--- config.mk ---
export PLATFORM = sky130hd
export DESIGN_NAME = tahmin_tablosu_denetleyici_flat
export DESIGN_NICKNAME = d
export VERILOG_FILES = /design/src/rtl/tahmin_tablosu_denetleyici_if.sv /design/src/rtl/tahmin_tablosu_denetleyici.sv /design/src/flat_wrapper.sv
export SDC_FILE = /design/constraint.sdc
export NUM_CORES = 1
export LEC_CHECK = 0
export ABC_CLOCK_PERIOD_IN_PS = 3100
export CORE_MARGIN = 4
export CORE_UTILIZATION = 40
export DETAILED_ROUTE_END_ITERATION = 10
export PLACE_DENSITY = 0.78
export SLEW_MARGIN = 20
export SYNTH_ARGS = -nofsm -noshare
export SYNTH_HDL_FRONTEND = slang
export SYNTH_SLANG_ARGS = --single-unit
--- constraint.sdc ---
create_clock -name clk -period 3.1 [get_ports clk]
set_input_delay 0.31 -clock clk [delete_from_list [all_inputs] [get_ports clk]]
set_output_delay 0.31 -clock clk [all_outputs]
set_load 0.02 [all_outputs]
--- src/rtl/tahmin_tablosu_denetleyici_if.sv ---
// Interface between the gshare PHT controller and its neighbours.
// Carries the fetch lookup handshake, the execute update handshake, the
// single-port table RAM port and the status outputs (clear done, history).
// slave : controller view (drives handshake readies, prediction, RAM port).
// master: environment view (fetch/execute stages and the table RAM).
interface tahmin_tablosu_denetleyici_if #(
    parameter int unsigned GECMIS_BIT = 10
) ();
    logic                  getir_gecerli;
    logic [31:0]           getir_ps;
    logic                  getir_hazir;
    logic                  tahmin_gecerli;
    logic                  tahmin_dallan;
    logic                  yurut_gecerli;
    logic [31:0]           yurut_ps;
    logic                  yurut_dallan;
    logic                  yurut_hazir;
    logic                  tablo_en;
    logic                  tablo_yaz;
    logic [GECMIS_BIT-1:0] tablo_adres;
    logic [1:0]            tablo_yaz_veri;
    logic [1:0]            tablo_oku_veri;
    logic                  temizleme_bitti;
    logic [GECMIS_BIT-1:0] gecmis;

    modport slave (
        input  getir_gecerli, getir_ps, yurut_gecerli, yurut_ps, yurut_dallan, tablo_oku_veri,
        output getir_hazir, tahmin_gecerli, tahmin_dallan, yurut_hazir, tablo_en, tablo_yaz,
               tablo_adres, tablo_yaz_veri, temizleme_bitti, gecmis
    );

    modport master (
        output getir_gecerli, getir_ps, yurut_gecerli, yurut_ps, yurut_dallan, tablo_oku_veri,
        input  getir_hazir, tahmin_gecerli, tahmin_dallan, yurut_hazir, tablo_en, tablo_yaz,
               tablo_adres, tablo_yaz_veri, temizleme_bitti, gecmis
    );
endinterface

--- src/rtl/tahmin_tablosu_denetleyici.sv ---
// gshare pattern-history table controller.
// Owns the global history, clears the external 2-bit table after reset,
// serves fetch lookups and applies execute updates (read-modify-write of a
// saturating counter) through a small FIFO, sharing one RAM port.
// Ports:
//   clk    - clock, rising edge
//   rst    - synchronous active-high reset
//   bag_io - fetch/execute handshakes, table RAM port, status (see interface)
module tahmin_tablosu_denetleyici #(
    parameter int unsigned GECMIS_BIT    = 10,
    parameter int unsigned FIFO_DERINLIK = 4,
    parameter logic [1:0]  BASLANGIC     = 2'b10
) (
    input logic                         clk,
    input logic                         rst,
    tahmin_tablosu_denetleyici_if.slave bag_io
);
    localparam int unsigned PW = $clog2(FIFO_DERINLIK);

    typedef enum logic {StTemizle, StCalis} durum_e;
    typedef enum logic [1:0] {MotorBos, MotorOku, MotorYaz} motor_e;

    durum_e                durum_q, durum_d;
    motor_e                motor_q, motor_d;
    logic [GECMIS_BIT-1:0] supur_q, supur_d;
    logic                  bitti_q, bitti_d;
    logic [GECMIS_BIT-1:0] gecmis_q, gecmis_d;
    logic [PW-1:0]         yaz_ptr_q, yaz_ptr_d;
    logic [PW-1:0]         oku_ptr_q, oku_ptr_d;
    logic [PW:0]           say_q, say_d;
    logic [1:0]            sayac_q, sayac_d;
    logic                  tahmin_gecerli_q, tahmin_gecerli_d;

    logic [GECMIS_BIT-1:0] fifo_idx_q [FIFO_DERINLIK];
    logic                  fifo_dal_q [FIFO_DERINLIK];

    logic                  calis, dolu, bos;
    logic                  getir_kabul, ekle, cikar, motor_oku;
    logic [GECMIS_BIT-1:0] getir_idx, yurut_idx, bas_idx;
    logic                  bas_dal;
    logic [1:0]            yeni_sayac;
    logic                  unused_ps;

    assign unused_ps = ^{bag_io.getir_ps[31:GECMIS_BIT+2], bag_io.getir_ps[1:0],
                         bag_io.yurut_ps[31:GECMIS_BIT+2], bag_io.yurut_ps[1:0],
                         bag_io.tablo_oku_veri[0]};

    assign calis     = (durum_q == StCalis);
    assign dolu      = (say_q == (PW+1)'(FIFO_DERINLIK));
    assign bos       = (say_q == '0);
    assign getir_idx = bag_io.getir_ps[GECMIS_BIT+1:2] ^ gecmis_q;
    assign yurut_idx = bag_io.yurut_ps[GECMIS_BIT+1:2] ^ gecmis_q;
    assign bas_idx   = fifo_idx_q[oku_ptr_q];
    assign bas_dal   = fifo_dal_q[oku_ptr_q];

    // A full FIFO stalls fetch so the engine is guaranteed a free read slot.
    assign bag_io.getir_hazir = calis && (motor_q != MotorYaz) && !dolu;
    assign bag_io.yurut_hazir = calis && !dolu;

    assign getir_kabul = bag_io.getir_gecerli && bag_io.getir_hazir;
    assign ekle        = bag_io.yurut_gecerli && bag_io.yurut_hazir;
    assign cikar       = calis && (motor_q == MotorYaz);
    // Engine read only goes out when fetch leaves the port free.
    assign motor_oku   = calis && (motor_q == MotorBos) && !getir_kabul && !bos;

    always_comb begin
        yeni_sayac = sayac_q;
        if (bas_dal) begin
            if (sayac_q != 2'b11) yeni_sayac = sayac_q + 2'b01;
        end else begin
            if (sayac_q != 2'b00) yeni_sayac = sayac_q - 2'b01;
        end
    end

    // RAM port arbitration: sweep, engine write, fetch read, engine read.
    always_comb begin
        bag_io.tablo_en       = 1'b0;
        bag_io.tablo_yaz      = 1'b0;
        bag_io.tablo_adres    = '0;
        bag_io.tablo_yaz_veri = 2'b00;
        if (!calis) begin
            bag_io.tablo_en       = 1'b1;
            bag_io.tablo_yaz      = 1'b1;
            bag_io.tablo_adres    = supur_q;
            bag_io.tablo_yaz_veri = BASLANGIC;
        end else if (motor_q == MotorYaz) begin
            bag_io.tablo_en       = 1'b1;
            bag_io.tablo_yaz      = 1'b1;
            bag_io.tablo_adres    = bas_idx;
            bag_io.tablo_yaz_veri = yeni_sayac;
        end else if (getir_kabul) begin
            bag_io.tablo_en    = 1'b1;
            bag_io.tablo_adres = getir_idx;
        end else if (motor_oku) begin
            bag_io.tablo_en    = 1'b1;
            bag_io.tablo_adres = bas_idx;
        end
    end

    always_comb begin
        durum_d          = durum_q;
        motor_d          = motor_q;
        supur_d          = supur_q;
        bitti_d          = bitti_q;
        gecmis_d         = gecmis_q;
        yaz_ptr_d        = yaz_ptr_q;
        oku_ptr_d        = oku_ptr_q;
        say_d            = say_q;
        sayac_d          = sayac_q;
        tahmin_gecerli_d = getir_kabul;

        if (durum_q == StTemizle) begin
            supur_d = supur_q + 1'b1;
            if (supur_q == '1) begin
                durum_d = StCalis;
                bitti_d = 1'b1;
            end
        end

        unique case (motor_q)
            MotorBos: if (motor_oku) motor_d = MotorOku;
            MotorOku: begin
                // Registered RAM data for the engine read arrives here.
                sayac_d = bag_io.tablo_oku_veri;
                motor_d = MotorYaz;
            end
            MotorYaz: motor_d = MotorBos;
            default:  motor_d = MotorBos;
        endcase

        if (ekle) begin
            gecmis_d  = {gecmis_q[GECMIS_BIT-2:0], bag_io.yurut_dallan};
            yaz_ptr_d = yaz_ptr_q + PW'(1);
        end
        if (cikar) oku_ptr_d = oku_ptr_q + PW'(1);
        if (ekle && !cikar) say_d = say_q + 1'b1;
        else if (!ekle && cikar) say_d = say_q - 1'b1;
    end

    always_ff @(posedge clk) begin
        if (rst) begin
            durum_q          <= StTemizle;
            motor_q          <= MotorBos;
            supur_q          <= '0;
            bitti_q          <= 1'b0;
            gecmis_q         <= '0;
            yaz_ptr_q        <= '0;
            oku_ptr_q        <= '0;
            say_q            <= '0;
            sayac_q          <= 2'b00;
            tahmin_gecerli_q <= 1'b0;
        end else begin
            durum_q          <= durum_d;
            motor_q          <= motor_d;
            supur_q          <= supur_d;
            bitti_q          <= bitti_d;
            gecmis_q         <= gecmis_d;
            yaz_ptr_q        <= yaz_ptr_d;
            oku_ptr_q        <= oku_ptr_d;
            say_q            <= say_d;
            sayac_q          <= sayac_d;
            tahmin_gecerli_q <= tahmin_gecerli_d;
        end
    end

    // Storage is qualified by the pointers/count, so it needs no reset.
    always_ff @(posedge clk) begin
        if (ekle) begin
            fifo_idx_q[yaz_ptr_q] <= yurut_idx;
            fifo_dal_q[yaz_ptr_q] <= bag_io.yurut_dallan;
        end
    end

    assign bag_io.tahmin_gecerli  = tahmin_gecerli_q;
    assign bag_io.tahmin_dallan   = tahmin_gecerli_q & bag_io.tablo_oku_veri[1];
    assign bag_io.temizleme_bitti = bitti_q;
    assign bag_io.gecmis          = gecmis_q;
endmodule

--- src/flat_wrapper.sv ---
// flat-port wrapper written by rule: the top's interface ports become plain ports
module tahmin_tablosu_denetleyici_flat 
#(
    parameter int unsigned GECMIS_BIT    = 10,
    parameter int unsigned FIFO_DERINLIK = 4,
    parameter logic [1:0]  BASLANGIC     = 2'b10
)
  (clk, rst, bag_io_getir_gecerli, bag_io_getir_ps, bag_io_yurut_gecerli, bag_io_yurut_ps, bag_io_yurut_dallan, bag_io_tablo_oku_veri, bag_io_getir_hazir, bag_io_tahmin_gecerli, bag_io_tahmin_dallan, bag_io_yurut_hazir, bag_io_tablo_en, bag_io_tablo_yaz, bag_io_tablo_adres, bag_io_tablo_yaz_veri, bag_io_temizleme_bitti, bag_io_gecmis);
  tahmin_tablosu_denetleyici_if #(.GECMIS_BIT(GECMIS_BIT)) bag_io_i ();
  input logic clk;
  input logic rst;
  input wire logic [$bits(bag_io_i.getir_gecerli)-1:0] bag_io_getir_gecerli;
  input wire logic [$bits(bag_io_i.getir_ps)-1:0] bag_io_getir_ps;
  input wire logic [$bits(bag_io_i.yurut_gecerli)-1:0] bag_io_yurut_gecerli;
  input wire logic [$bits(bag_io_i.yurut_ps)-1:0] bag_io_yurut_ps;
  input wire logic [$bits(bag_io_i.yurut_dallan)-1:0] bag_io_yurut_dallan;
  input wire logic [$bits(bag_io_i.tablo_oku_veri)-1:0] bag_io_tablo_oku_veri;
  output wire logic [$bits(bag_io_i.getir_hazir)-1:0] bag_io_getir_hazir;
  output wire logic [$bits(bag_io_i.tahmin_gecerli)-1:0] bag_io_tahmin_gecerli;
  output wire logic [$bits(bag_io_i.tahmin_dallan)-1:0] bag_io_tahmin_dallan;
  output wire logic [$bits(bag_io_i.yurut_hazir)-1:0] bag_io_yurut_hazir;
  output wire logic [$bits(bag_io_i.tablo_en)-1:0] bag_io_tablo_en;
  output wire logic [$bits(bag_io_i.tablo_yaz)-1:0] bag_io_tablo_yaz;
  output wire logic [$bits(bag_io_i.tablo_adres)-1:0] bag_io_tablo_adres;
  output wire logic [$bits(bag_io_i.tablo_yaz_veri)-1:0] bag_io_tablo_yaz_veri;
  output wire logic [$bits(bag_io_i.temizleme_bitti)-1:0] bag_io_temizleme_bitti;
  output wire logic [$bits(bag_io_i.gecmis)-1:0] bag_io_gecmis;
  assign bag_io_i.getir_gecerli = bag_io_getir_gecerli;
  assign bag_io_i.getir_ps = bag_io_getir_ps;
  assign bag_io_i.yurut_gecerli = bag_io_yurut_gecerli;
  assign bag_io_i.yurut_ps = bag_io_yurut_ps;
  assign bag_io_i.yurut_dallan = bag_io_yurut_dallan;
  assign bag_io_i.tablo_oku_veri = bag_io_tablo_oku_veri;
  assign bag_io_getir_hazir = bag_io_i.getir_hazir;
  assign bag_io_tahmin_gecerli = bag_io_i.tahmin_gecerli;
  assign bag_io_tahmin_dallan = bag_io_i.tahmin_dallan;
  assign bag_io_yurut_hazir = bag_io_i.yurut_hazir;
  assign bag_io_tablo_en = bag_io_i.tablo_en;
  assign bag_io_tablo_yaz = bag_io_i.tablo_yaz;
  assign bag_io_tablo_adres = bag_io_i.tablo_adres;
  assign bag_io_tablo_yaz_veri = bag_io_i.tablo_yaz_veri;
  assign bag_io_temizleme_bitti = bag_io_i.temizleme_bitti;
  assign bag_io_gecmis = bag_io_i.gecmis;
  tahmin_tablosu_denetleyici #(.GECMIS_BIT(GECMIS_BIT), .FIFO_DERINLIK(FIFO_DERINLIK), .BASLANGIC(BASLANGIC)) u_core (.clk(clk), .rst(rst), .bag_io(bag_io_i));
endmodule
==> results of run 1 <==
## state kept, by name (all words and copies together) (netlist names), named ones only
signal / count
u_core.oku_ptr_q: 2
u_core.motor_q: 2
u_core.supur_q: 10
u_core.sayac_q: 2
u_core.bag_io.gecmis: 10
u_core.bag_io.tahmin_gecerli: 1
u_core.fifo_dal_q: 4
u_core.calis: 1
u_core.yaz_ptr_q: 2
u_core.bag_io.temizleme_bitti: 1
u_core.fifo_idx_q: 40
u_core.say_q: 3
## cells by family (layout without fill, tap and decap cells)
group | count (synthesis) | count (layout) | synth area share (%)
mux | 28 | 28 | 11.7
compound gates | 31 | 31 | 5.97
simple gates | 84 | 84 | 12.6
buf+inv | 30 | 94 | 3.68
flops | 80 | 80 | 56.6
xor+xnor | 28 | 28 | 6.80
fa+ha+maj | 7 | 7 | 2.64
## worst paths after layout
path                                                   start                                         end  slack (ns)  depth (start not counted)
setup reg to reg                u_core.say_q[2]$_SDFFE_PP0P_                u_core.say_q[2]$_SDFFE_PP0P_        0.93                          8
hold reg to reg   u_core.bag_io.temizleme_bitti$_SDFFE_PP0P_  u_core.bag_io.temizleme_bitti$_SDFFE_PP0P_        0.49                          2
hold / removal    u_core.bag_io.temizleme_bitti$_SDFFE_PP0P_  u_core.bag_io.temizleme_bitti$_SDFFE_PP0P_        0.49                          2
setup / recovery                                        flop                       bag_io_tablo_adres[2]        0.24                          5
## worst max-delay path, stage by stage (launching register included)
cell,delay (ns)
sky130_fd_sc_hd__dfxtp_1,0.63
sky130_fd_sc_hd__buf_4,0.28
sky130_fd_sc_hd__mux4_2,0.51
sky130_fd_sc_hd__inv_1,0.08
sky130_fd_sc_hd__o221ai_1,0.13
sky130_fd_sc_hd__clkdlybuf4s50_1,0.56
## cells in the final DEF (no fill, tap or decap), types with 9 or more instances in the layout
master                             n
sky130_fd_sc_hd__xnor2_1          11
sky130_fd_sc_hd__xor2_1           17
sky130_fd_sc_hd__mux4_2           11
sky130_fd_sc_hd__clkbuf_8          9
sky130_fd_sc_hd__clkdlybuf4s50_1  55
sky130_fd_sc_hd__dfxtp_1          36
sky130_fd_sc_hd__a21oi_1           9
sky130_fd_sc_hd__inv_1            17
sky130_fd_sc_hd__nand2b_1         18
sky130_fd_sc_hd__mux2i_1          15
sky130_fd_sc_hd__o221ai_1         10
sky130_fd_sc_hd__nor2_1           19
sky130_fd_sc_hd__edfxtp_1         44
sky130_fd_sc_hd__nand2_1          15
## metal layers
metal | track usage, % | up-vias | wire [µm]
li1 | - | 1153 | -
met1 | 19.0 | 1160 | 3200
met2 | 24.3 | 65 | 3620
met3 | 5.14 | 9 | 490
met4 | 3.59 | 0 | 80
met5 | 0 | - | 0
## area by class of cell
class / count / area [µm²] / area share, %
flip-flops and latches: 80 / 2040 / 45.9
clock buffers: 9 / 124 / 2.79
clock inverters: 7 / 55.1 / 1.24
multi-input cells: 178 / 1430 / 32.2
repair buffers: 61 / 596 / 13.4
well taps: 108 / 135 / 3.04
inverters: 17 / 63.8 / 1.44
## report_power, final
group | switching [mW] | total, mW | internal (mW)
Sequential | 0.00446 | 1.12 | 1.12
Combinational | 0.0370 | 0.0886 | 0.0516
Clock | 0.390 | 0.690 | 0.300
Total | 0.431 | 1.90 | 1.47
## stage by stage
| stage | hold slack (ns) | setup WS [ns] |
|---|---|---|
| 3_5_place_dp | 0.470 | 0.542 |
| 2_1_floorplan | 0.409 | 0.861 |
| 3_3_place_gp | 0.448 | 0.604 |
| 5_1_grt | 0.517 | 0.0560 |
| 4_1_cts | 0.494 | 0.145 |
| 6_report | 0.487 | 0.237 |
==> out/summary.md, run 1 <==
The clock skew after layout is 0.0101 ns, and the first-pass iteration count of the detailed router is 4. In the final timing run, aggregate negative setup slack is 0 ns. In this run, distinct cell masters in the synthesized netlist total 39.

Power spread over the standard cell area amounts to 428 nW/µm². The tools report the post-detailed-routing wire length as 7400 µm. The run gives 34 as the number of placement rows. After detailed routing, the number of vias per cell comes to 5.19. In the final layout, the share of cells above drive strength 1 is 10.5%. The count of endpoints failing hold in the final timing report was 0.

The sequential-to-total area share from yosys stat is 56.6%, and the area of the core is 8760 µm². Setup repair after global routing left no endpoint under its margin. Post-CTS timing repair inserted 0 buffers for setup. The worst setup path is of the flop to primary output kind. The register bit total from synthesis was 80; the number of hold buffers added after cts was 0.

The longest clock path from root to sink contains 2 buffers. The number of gates resized after cts is 0, and the count of placed standard cells in the final layout, fillers left out is 460. Counting every net in the synthesized netlist gives 366. The horizontal die dimension works out to 103 µm. After clock tree synthesis, the clock-pin slew on the worst setup and hold paths is 0.09 ns. The share of flip-flops with an asynchronous set or reset is 0%, and the number of global-route vias before repair is 2334.

The run finished with clean final reports. For this configuration, the core starts out at a cell density of 41.1%. The tools report the global route total overflow as 0.

The final critical-path share of the clock period works out to 92.3%. Sorting the synthesized cells by area gives the leading types as sky130_fd_sc_hd__edfxtp_1, sky130_fd_sc_hd__dfxtp_1, sky130_fd_sc_hd__mux4_2. The number of antenna diodes in the final layout is 0.

Synthesis produced 288 cells. Placed cell area: 4270 µm². Setup violations remaining at the end of the flow were counted as 0. Achievable clock frequency: 349 MHz.

For the number of routed nets with antenna violations, the log shows 0. The first global-routing pass estimated 11800 µm of wire. Dividing the detail-routed wire length by the instance count gives 16.1 µm.

STA classifies the critical path endpoint as a primary output. The tools report the peak ir drop on the vdd network as 0.000277 V. The tools report the net count of the finished layout as 425. After synthesis, the largest area contributor takes up 36.6% of total cell area.

Relative to the synthesized area, the layout overhead comes to 23.3%. Summed over all instances, the cell type with the most area after synthesis is sky130_fd_sc_hd__edfxtp_1. Once placement completed, the tool counted placed cells totaling 444. The total power consumption of the routed design was 1.90 mW. Each instance of the synthesized netlist takes up on average 12.5 µm². For this run, the share of the core covered by cells in the final layout is 50.7%. The floorplan step defined a die boundary enclosing 10600 µm².

Fill cells in the final layout number 786. The top flip-flop cell by instance count after synthesis was sky130_fd_sc_hd__edfxtp_1. Counting instances in the post-synthesis netlist gives the leading cell types as sky130_fd_sc_hd__edfxtp_1, sky130_fd_sc_hd__dfxtp_1, sky130_fd_sc_hd__nor2_1. The tools report the clock latency on the worst-skew pair as 0.35 ns.

The number of pins with negative max-slew slack in the final report is 0. Element type at the critical path start: a flop. Global placer's final weighted congestion: 0.777. In this run the tool buffered the top-level ports with 55 buffer cells. The tools report the CTS sink count as 80.

Entering global routing, the biggest net connects 42 pins. The total number of vias was 2387; the total routing resource utilization after global routing was 14.8%. The tools report the post-route cell area as 4450 µm². STA puts the critical path data arrival time at 2.55 ns. Buffers inserted during clock tree synthesis total 9.

In this run the worst path has a maximum fanout of 6. HPWL after detailed placement: 5320 µm. In this run the count of I/O pins placed on the die edge is 100.

In the routed design, unresolved DRC markers number 0. The transition time of the tightest slew-check pin was 0.649 ns; the required arrival time at the worst endpoint was 2.79 ns. The tools report the initial antenna violation count as 0.

TritonCTS built the clock tree. The analysis attributes to cell leakage a power of 1.55 nW. For the level count of the clock H-tree, the log shows 3.

The number of synthesized flops with an enable pin was 44. The tree is rooted in a sky130_fd_sc_hd__clkbuf_8. The class of the tightest hold or removal check is flop to flop. During synthesis, Yosys emitted a total of 0 warnings. The final period demand of the worst path was 2.86 ns; the die height was 103 µm. In this run the cell area of the synthesized design comes to 3610 µm².

The number of maximum-capacitance violations was 0; the first-iteration detailed-routing DRC count was 114. Most used standard cell by instance count after synthesis: sky130_fd_sc_hd__edfxtp_1. Measured against its own limit, the worst slew margin works out to 56.7%.
No activity file was read; power rests on OpenSTA's default activity.
==> run 2, diff against run 1 <==
Settings changed: ABC_CLOCK_PERIOD_IN_PS 3100 to unset, GPL_TIMING_DRIVEN set to 0, PLACE_DENSITY 0.78 to unset, PLACE_DENSITY_LB_ADDON set to 0.05.
==> out/summary.md, run 2 (synthesized netlist as in run 1, its figures left out) <==
For the number of pins with negative max-slew slack in the final report, the log shows 0. TritonCTS built the clock tree. The most flop-heavy register is u_core.fifo_idx_q. Summing all placed instances gives a cell area of 4290 µm².

The floorplan has 34 rows. In the final layout, flip-flops and latches occupy 2040 µm². After detailed routing, the number of remaining DRC violations is 0. Switching part of the total: 23.4%. Setup violations remaining at the end of the flow were counted as 0. After filler insertion, the fill cell instance count of the layout stands at 806. The number of placed instances, taps included, is 451. The floorplan step set the die height to 103 µm. The number of global-route vias before repair was 2425. The clock-pin slew reported for the worst setup and hold paths after clock tree synthesis works out to 0.08 ns.

The transition time of the tightest slew-check pin came out at 0.758 ns. In this run the remaining antenna-violating nets after routing total 0. Summed over all cells, the static leakage comes to 1.55 nW. The detailed router finished its first iteration with 87 violations.

At the worst endpoint, the arrival time is 2.58 ns. Once routing completed, OpenROAD measured the worst setup slack at 0.207 ns. From synthesis to final layout, the design area changed by 24.3%. The routed layout has 2407 vias. The repair_antennas step left the layout with diodes totalling 0. Dividing the detail-routed wire length by the instance count gives 17.3 µm. The multi-input combinational cells in the finished layout cover a total of 1440 µm².

The run finished with clean final reports. The largest individual stage delay along the critical path comes from the cell sky130_fd_sc_hd__clkdlybuf4s50_1. The count of input and output buffers works out to 55. The horizontal die dimension came out at 103 µm. Measured on the finished design, the core utilization comes to 51.1%. The top cell types in the final layout, fill and taps aside, are sky130_fd_sc_hd__clkdlybuf4s50_1, sky130_fd_sc_hd__edfxtp_1, sky130_fd_sc_hd__dfxtp_1. Number of hold buffers added after cts: 0. With fillers left out, the area of the finished cells amounts to 4480 µm². The initial antenna violation count is 0, and the worst setup slack after placement is 0.0392 ns. After layout, the minimum clock period comes to 2.89 ns. The share of total power dissipated in the clock network is 36.7%. The class of the tightest hold or removal check was flop to flop.

Per report_power, the combinational group accounts for 4.7% of the total. The peak ir drop on the vdd network was 0.000201 V; the total die area was 10600 µm². First-pass iteration count of the detailed router: 4. The critical path's largest stage delay is 0.67 ns. Clock latency on the worst-skew pair: 0.35 ns. The critical path goes through clkbuf_1 > mux4_2 > inv_1 > o221ai_1 > clkdlybuf4s50_1. For the final routed database, the setup TNS stands at 0 ns. The net count of the finished layout is 432. In this run the clock root is driven by a sky130_fd_sc_hd__clkbuf_8. For this design the ratio of total power to cell area is 428 nW/µm². The maximum number of pins on one net before global-route repair was 16. For the clock skew after layout, the log shows 0.0110 ns.

The internal power contribution was 1.47 mW; the achievable clock frequency was 346 MHz. The tools report the wire length of the first global-routing pass as 12800 µm. After legalization and detailed placement, the total HPWL measured 5710 µm. STA classifies the critical path startpoint as a flop.

Of all nets on the critical path, the largest fanout is 10. For this design, the sink count on the clock tree is 80. At the worst endpoint, the required time is 2.79 ns.

The H-tree generated during clock tree synthesis spans 3 levels. Once the floorplan was initialized, standard cells occupied 41.1% of the core. Count of endpoints failing hold in the final timing report: 0. The finished layout holds 467 standard cells, fillers aside.

Setup repair after global routing left no endpoint under its margin. The worst pin sits at a relative slew slack of 49.5%. The share of total power dissipated in sequential elements is 58.6%. The number of CTS-inserted buffers is 9. The register with the most flip-flops in the layout has 40 of them. After global routing the overflow that remains totals 0.

Global placer's final weighted congestion: 0.822. STA classifies the critical path endpoint as a primary output. The net switching power was 0.448 mW; the fraction of final layout cells with drive strength greater than 1 was 9.75%. Across the run, the number of max-cap violations was 0. The clock passes through at most 2 buffers. In the global route stage, overall resource usage came out at 16.4%. Leaving out fill and tap cells, the most frequent cell in the layout is sky130_fd_sc_hd__clkdlybuf4s50_1. The path type of the worst setup path was flop to primary output.

The run gives 100 as the number of top-level pins. The post-detailed-routing wire length is 8070 µm, and the area of the core is 8760 µm². After layout, the worst path uses 93.3% of the clock period. Using the TritonRoute via totals, the vias-per-cell ratio works out to 5.15.
-- run 2: cell count changes in the layout (fill, tap and decap cells not counted), moves of 2 or more --
cell,before,now
sky130_fd_sc_hd__buf_6,0,2
sky130_fd_sc_hd__clkbuf_1,0,7
sky130_fd_sc_hd__buf_4,6,1
sky130_fd_sc_hd__clkinv_2,2,0
-- run 2: layout make-up --
class / instances / area share [%]
buffer: 13 / 1.56
clock buffer: 9 / 2.76
clock inverter: 7 / 1.20
inverter: 17 / 1.42
multi-input combinational: 178 / 32.2
sequential: 80 / 45.6
tap: 108 / 3.02
timing repair buffer: 55 / 12.3
-- run 2: path summary, 6_finish.rpt --
check | from | to | slack (ns) | depth (start not counted)
worst max-delay path | flop | bag_io_tablo_adres[5] | 0.21 | 5
worst min-delay path | u_core.bag_io.temizleme_bitti$_SDFFE_PP0P_ | u_core.bag_io.temizleme_bitti$_SDFFE_PP0P_ | 0.50 | 2
worst max register to register | u_core.say_q[2]$_SDFFE_PP0P_ | u_core.say_q[2]$_SDFFE_PP0P_ | 0.65 | 11
worst min register to register | u_core.bag_io.temizleme_bitti$_SDFFE_PP0P_ | u_core.bag_io.temizleme_bitti$_SDFFE_PP0P_ | 0.50 | 2
-- run 2: power by group through the flow --
stage	Clock, mW	Combinational (mW)	Sequential (mW)
2_1_floorplan	0	0.0369	1.15
3_3_place_gp	0	0.0901	1.15
3_5_place_dp	0	0.0909	1.15
4_1_cts	0.722	0.0917	1.12
5_1_grt	0.761	0.0991	1.12
6_report	0.703	0.0905	1.12
-- run 2: through the flow --
| stage | power [mW] | hold WS (ns) |
|---|---|---|
| 5_1_grt | 1.98 | 0.516 |
| 4_1_cts | 1.94 | 0.505 |
| 6_report | 1.92 | 0.498 |
| 3_3_place_gp | 1.24 | 0.477 |
| 2_1_floorplan | 1.18 | 0.409 |
| 3_5_place_dp | 1.24 | 0.468 |
-- run 2: metal layers --
metal / vias up / track usage [%] / part of all wire, %
met1: 1178 / 23.5 / 48
li1: 1169 / - / -
met4: 0 / 5.68 / 1.2
met5: - / 0 / 0
met3: 7 / 3.04 / 4.0
met2: 53 / 25.0 / 47
-- run 2: critical path: cells and delay by family, from the launching register on --
kind	cells	cell delay, ns
buffers and inverters	3	1.30
DFF	1	0.34
muxes	1	0.34
AOI/OAI and AO/OA	1	0.24
-- run 2: timing repair --
action                                 4_1_cts  5_1_grt
endpoints found under the hold margin        0        0
resized for setup                            2        0
setup endpoints to repair                    2        0
buffers inserted                             0        0
==> run 3, diff against run 2 <==
Clock period 3.1 ns to 3 ns, I/O delays scaled along.
==> out/summary.md, run 3 (synthesized netlist as in run 1, its figures left out) <==
The run finished with clean final reports. The worst register-to-register path begins at u_core.say_q[2]$_SDFFE_PP0P_. For the required arrival time at the worst endpoint, the log shows 2.70 ns. By startpoint and endpoint, the worst setup path is classified as flop to primary output. HPWL after detailed placement: 5710 µm.

The endpoint of the worst register-to-register path is u_core.say_q[2]$_SDFFE_PP0P_. The detailed router placed 2425 vias in this run. Global routing consumed, over all layers together, 16.4% of the routing resources. The synthesis-to-layout area growth is 24.3%, and the number of top-level pins is 100. Summed over all nets, wire length on met2 after detailed routing comes to 3770 µm. Critical path endpoint category: a primary output.

The register with the most flip-flops in the layout has 40 of them. The library cells used most frequently in the layout, excluding fill and tap cells, are sky130_fd_sc_hd__clkdlybuf4s50_1, sky130_fd_sc_hd__edfxtp_1, sky130_fd_sc_hd__dfxtp_1. Per report_power, the combinational group accounts for 4.7% of the total. The class of the tightest hold or removal check was flop to flop. Number of diodes: 0. The tool flagged a number of max-cap violations equal to 0. Measured on the finished design, the core utilization comes to 51.2%. After routing, the total negative slack on setup checks comes to 0 ns. No sink is reached through more buffers than the 2 on the longest clock path. The die height was 103 µm. u_core.fifo_idx_q holds more flip-flops than any other register. Global route total overflow: 0. The count of endpoints failing hold in the final timing report was 0.

In the routed layout, each cell is associated on average with a via count of 5.19. The final period demand of the worst path is 2.84 ns. The tools report the element type at the critical path start as a flop. The number of global-route vias before repair was 2425; the first-iteration detailed-routing DRC count was 89. The wire length per cell after detailed routing was 17.2 µm; the global placer's final weighted congestion was 0.822. The largest fanout of any net on the critical path works out to 10. Critical path endpoint: bag_io_tablo_adres[5].

Measured against its own limit, the worst slew margin works out to 54.0%. The wire length of the first global-routing pass came out at 12800 µm. Port buffering added 55 buffers. The cell total after placement came out at 451.

The library cell used most frequently in the layout, excluding fill and tap cells, is sky130_fd_sc_hd__clkdlybuf4s50_1. The proportion of power drawn by flip-flops and latches is 58.6%. The most critical setup path has its startpoint at u_core.motor_q[1]$_SDFFE_PP0P_. Of the cells placed in the final design, the portion with a size suffix greater than 1 is 10.3%.

Across the routed clock network, the largest skew measured is 0.0105 ns. Internal power comes to 1.52 mW. For this design the static power due to leakage is 1.55 nW. At the worst endpoint, the arrival time is 2.54 ns. Master cell of the clock root buffer: sky130_fd_sc_hd__clkbuf_8. The run gives 0.000208 V as the peak ir drop on the vdd network. The number of pins with negative max-slew slack in the final report was 0; the number of CTS-inserted buffers was 9. For the initial antenna violation count, the log shows 0. The horizontal die dimension is 103 µm. Before antenna repair, the detailed router went through 4 iterations. The power density over cell area was 442 nW/µm². The finished layout holds 467 standard cells, fillers aside. CTS saw 80 sinks. In the final routing, the length of wire on met1 measures 3760 µm.

The starting utilization of the core area was 41.1%; the number of routed nets with antenna violations was 0. The post-detailed-routing wire length was 8030 µm. TritonCTS built the clock tree. After clock tree synthesis, the flow added hold-fix buffers numbering 0. Counting cells, the worst reg-to-reg path comes to 11. The tools report the length of routed met3 wiring as 410 µm.

Maximum number of pins on one net before global-route repair: 16. Across all register-to-register paths, the minimum setup slack is 0.55 ns. Setup repair after global routing left no endpoint under its margin. The setup-violating endpoint count in the final report is 0, and the net switching power is 0.463 mW.

The floorplan has 34 rows. At the pin with the least slew margin, the transition time is 0.690 ns. The logs give 352 MHz for the achievable clock frequency and 0 for the residual DRC count. The later pin in the worst-skew pair is clocked with a latency of 0.35 ns. After clock tree synthesis, the clock-pin slew on the worst setup and hold paths is 0.09 ns. Of the available clock period, the critical path in the final layout requires 94.8%.

The total area inside the core boundary comes to 8760 µm². In this run switching power makes up 23.4% of total power. The die covers 10600 µm².

The share of total power dissipated in the clock network is 36.7%. The uppermost layer routed was met4. In the final design database the tool counted 432 nets. The level count of the clock H-tree was 3; the final hold slack was 0.494 ns.
==> run 3: cell counts in the layout (fill, tap and decap cells not counted) <==
No cell type changed its count.
==> run 3: routing by layer <==
layer | global-route usage, % | vias to the layer above
li1 | - | 1170
met1 | 23.5 | 1193
met4 | 5.68 | 0
met2 | 25.0 | 56
met5 | 0 | -
met3 | 3.04 | 6
==> run 3: critical path: stages, from the launching register on <==
cell                              delay, ns
sky130_fd_sc_hd__dfxtp_1               0.30
sky130_fd_sc_hd__clkbuf_1              0.19
sky130_fd_sc_hd__or4_1                 0.62
sky130_fd_sc_hd__o311ai_4              0.20
sky130_fd_sc_hd__o221ai_1              0.28
sky130_fd_sc_hd__clkdlybuf4s50_1       0.60
==> run 3: timing repair <==
action / CTS / global route
setup endpoints to repair: 10 / 7
buffers inserted: 0 / 0
resized for setup: 2 / 4
==> run 3: power by group through the flow <==
stage               combinational [mW]  sequential, mW  clock (mW)
detailed placement              0.0939            1.19           0
finish                          0.0934            1.16       0.726
floorplan                       0.0381            1.18           0
global placement                0.0931            1.19           0
CTS                             0.0947            1.16       0.746
global route                     0.102            1.16       0.786
==> run 3: worst min-delay path by stage <==
stage,startpoint,end,slack [ns],cells after the start
final,u_core.bag_io.temizleme_bitti$_SDFFE_PP0P_,u_core.bag_io.temizleme_bitti$_SDFFE_PP0P_,0.49,2
after global routing,u_core.bag_io.temizleme_bitti$_SDFFE_PP0P_,u_core.bag_io.temizleme_bitti$_SDFFE_PP0P_,0.52,2
after CTS,u_core.bag_io.temizleme_bitti$_SDFFE_PP0P_,u_core.bag_io.temizleme_bitti$_SDFFE_PP0P_,0.50,2
after detailed placement,u_core.bag_io.temizleme_bitti$_SDFFE_PP0P_,u_core.bag_io.temizleme_bitti$_SDFFE_PP0P_,0.47,2
after global placement,u_core.bag_io.temizleme_bitti$_SDFFE_PP0P_,u_core.bag_io.temizleme_bitti$_SDFFE_PP0P_,0.48,2
after floorplan,bag_io_yurut_dallan,u_core.fifo_dal_q[0]$_DFFE_PP_,0.40,0
==> run 3: final cells by class <==
class / count / area, µm²
clock buffer: 9 / 124
multi-input combinational: 178 / 1440
timing repair buffer: 55 / 551
buffer: 13 / 72.6
sequential: 80 / 2040
tap: 108 / 135
fill: 805 / 4280
inverter: 17 / 63.8
clock inverter: 7 / 53.8
==> run 3: stage by stage <==
step	area [µm²]	total power [mW]	setup WS, ns
2_1_floorplan	3610	1.22	0.761
3_3_place_gp	4290	1.28	-0.0401
3_5_place_dp	4290	1.28	-0.0408
4_1_cts	4480	2.00	0.0853
5_1_grt	4480	2.05	0.0215
6_report	4480	1.98	0.156
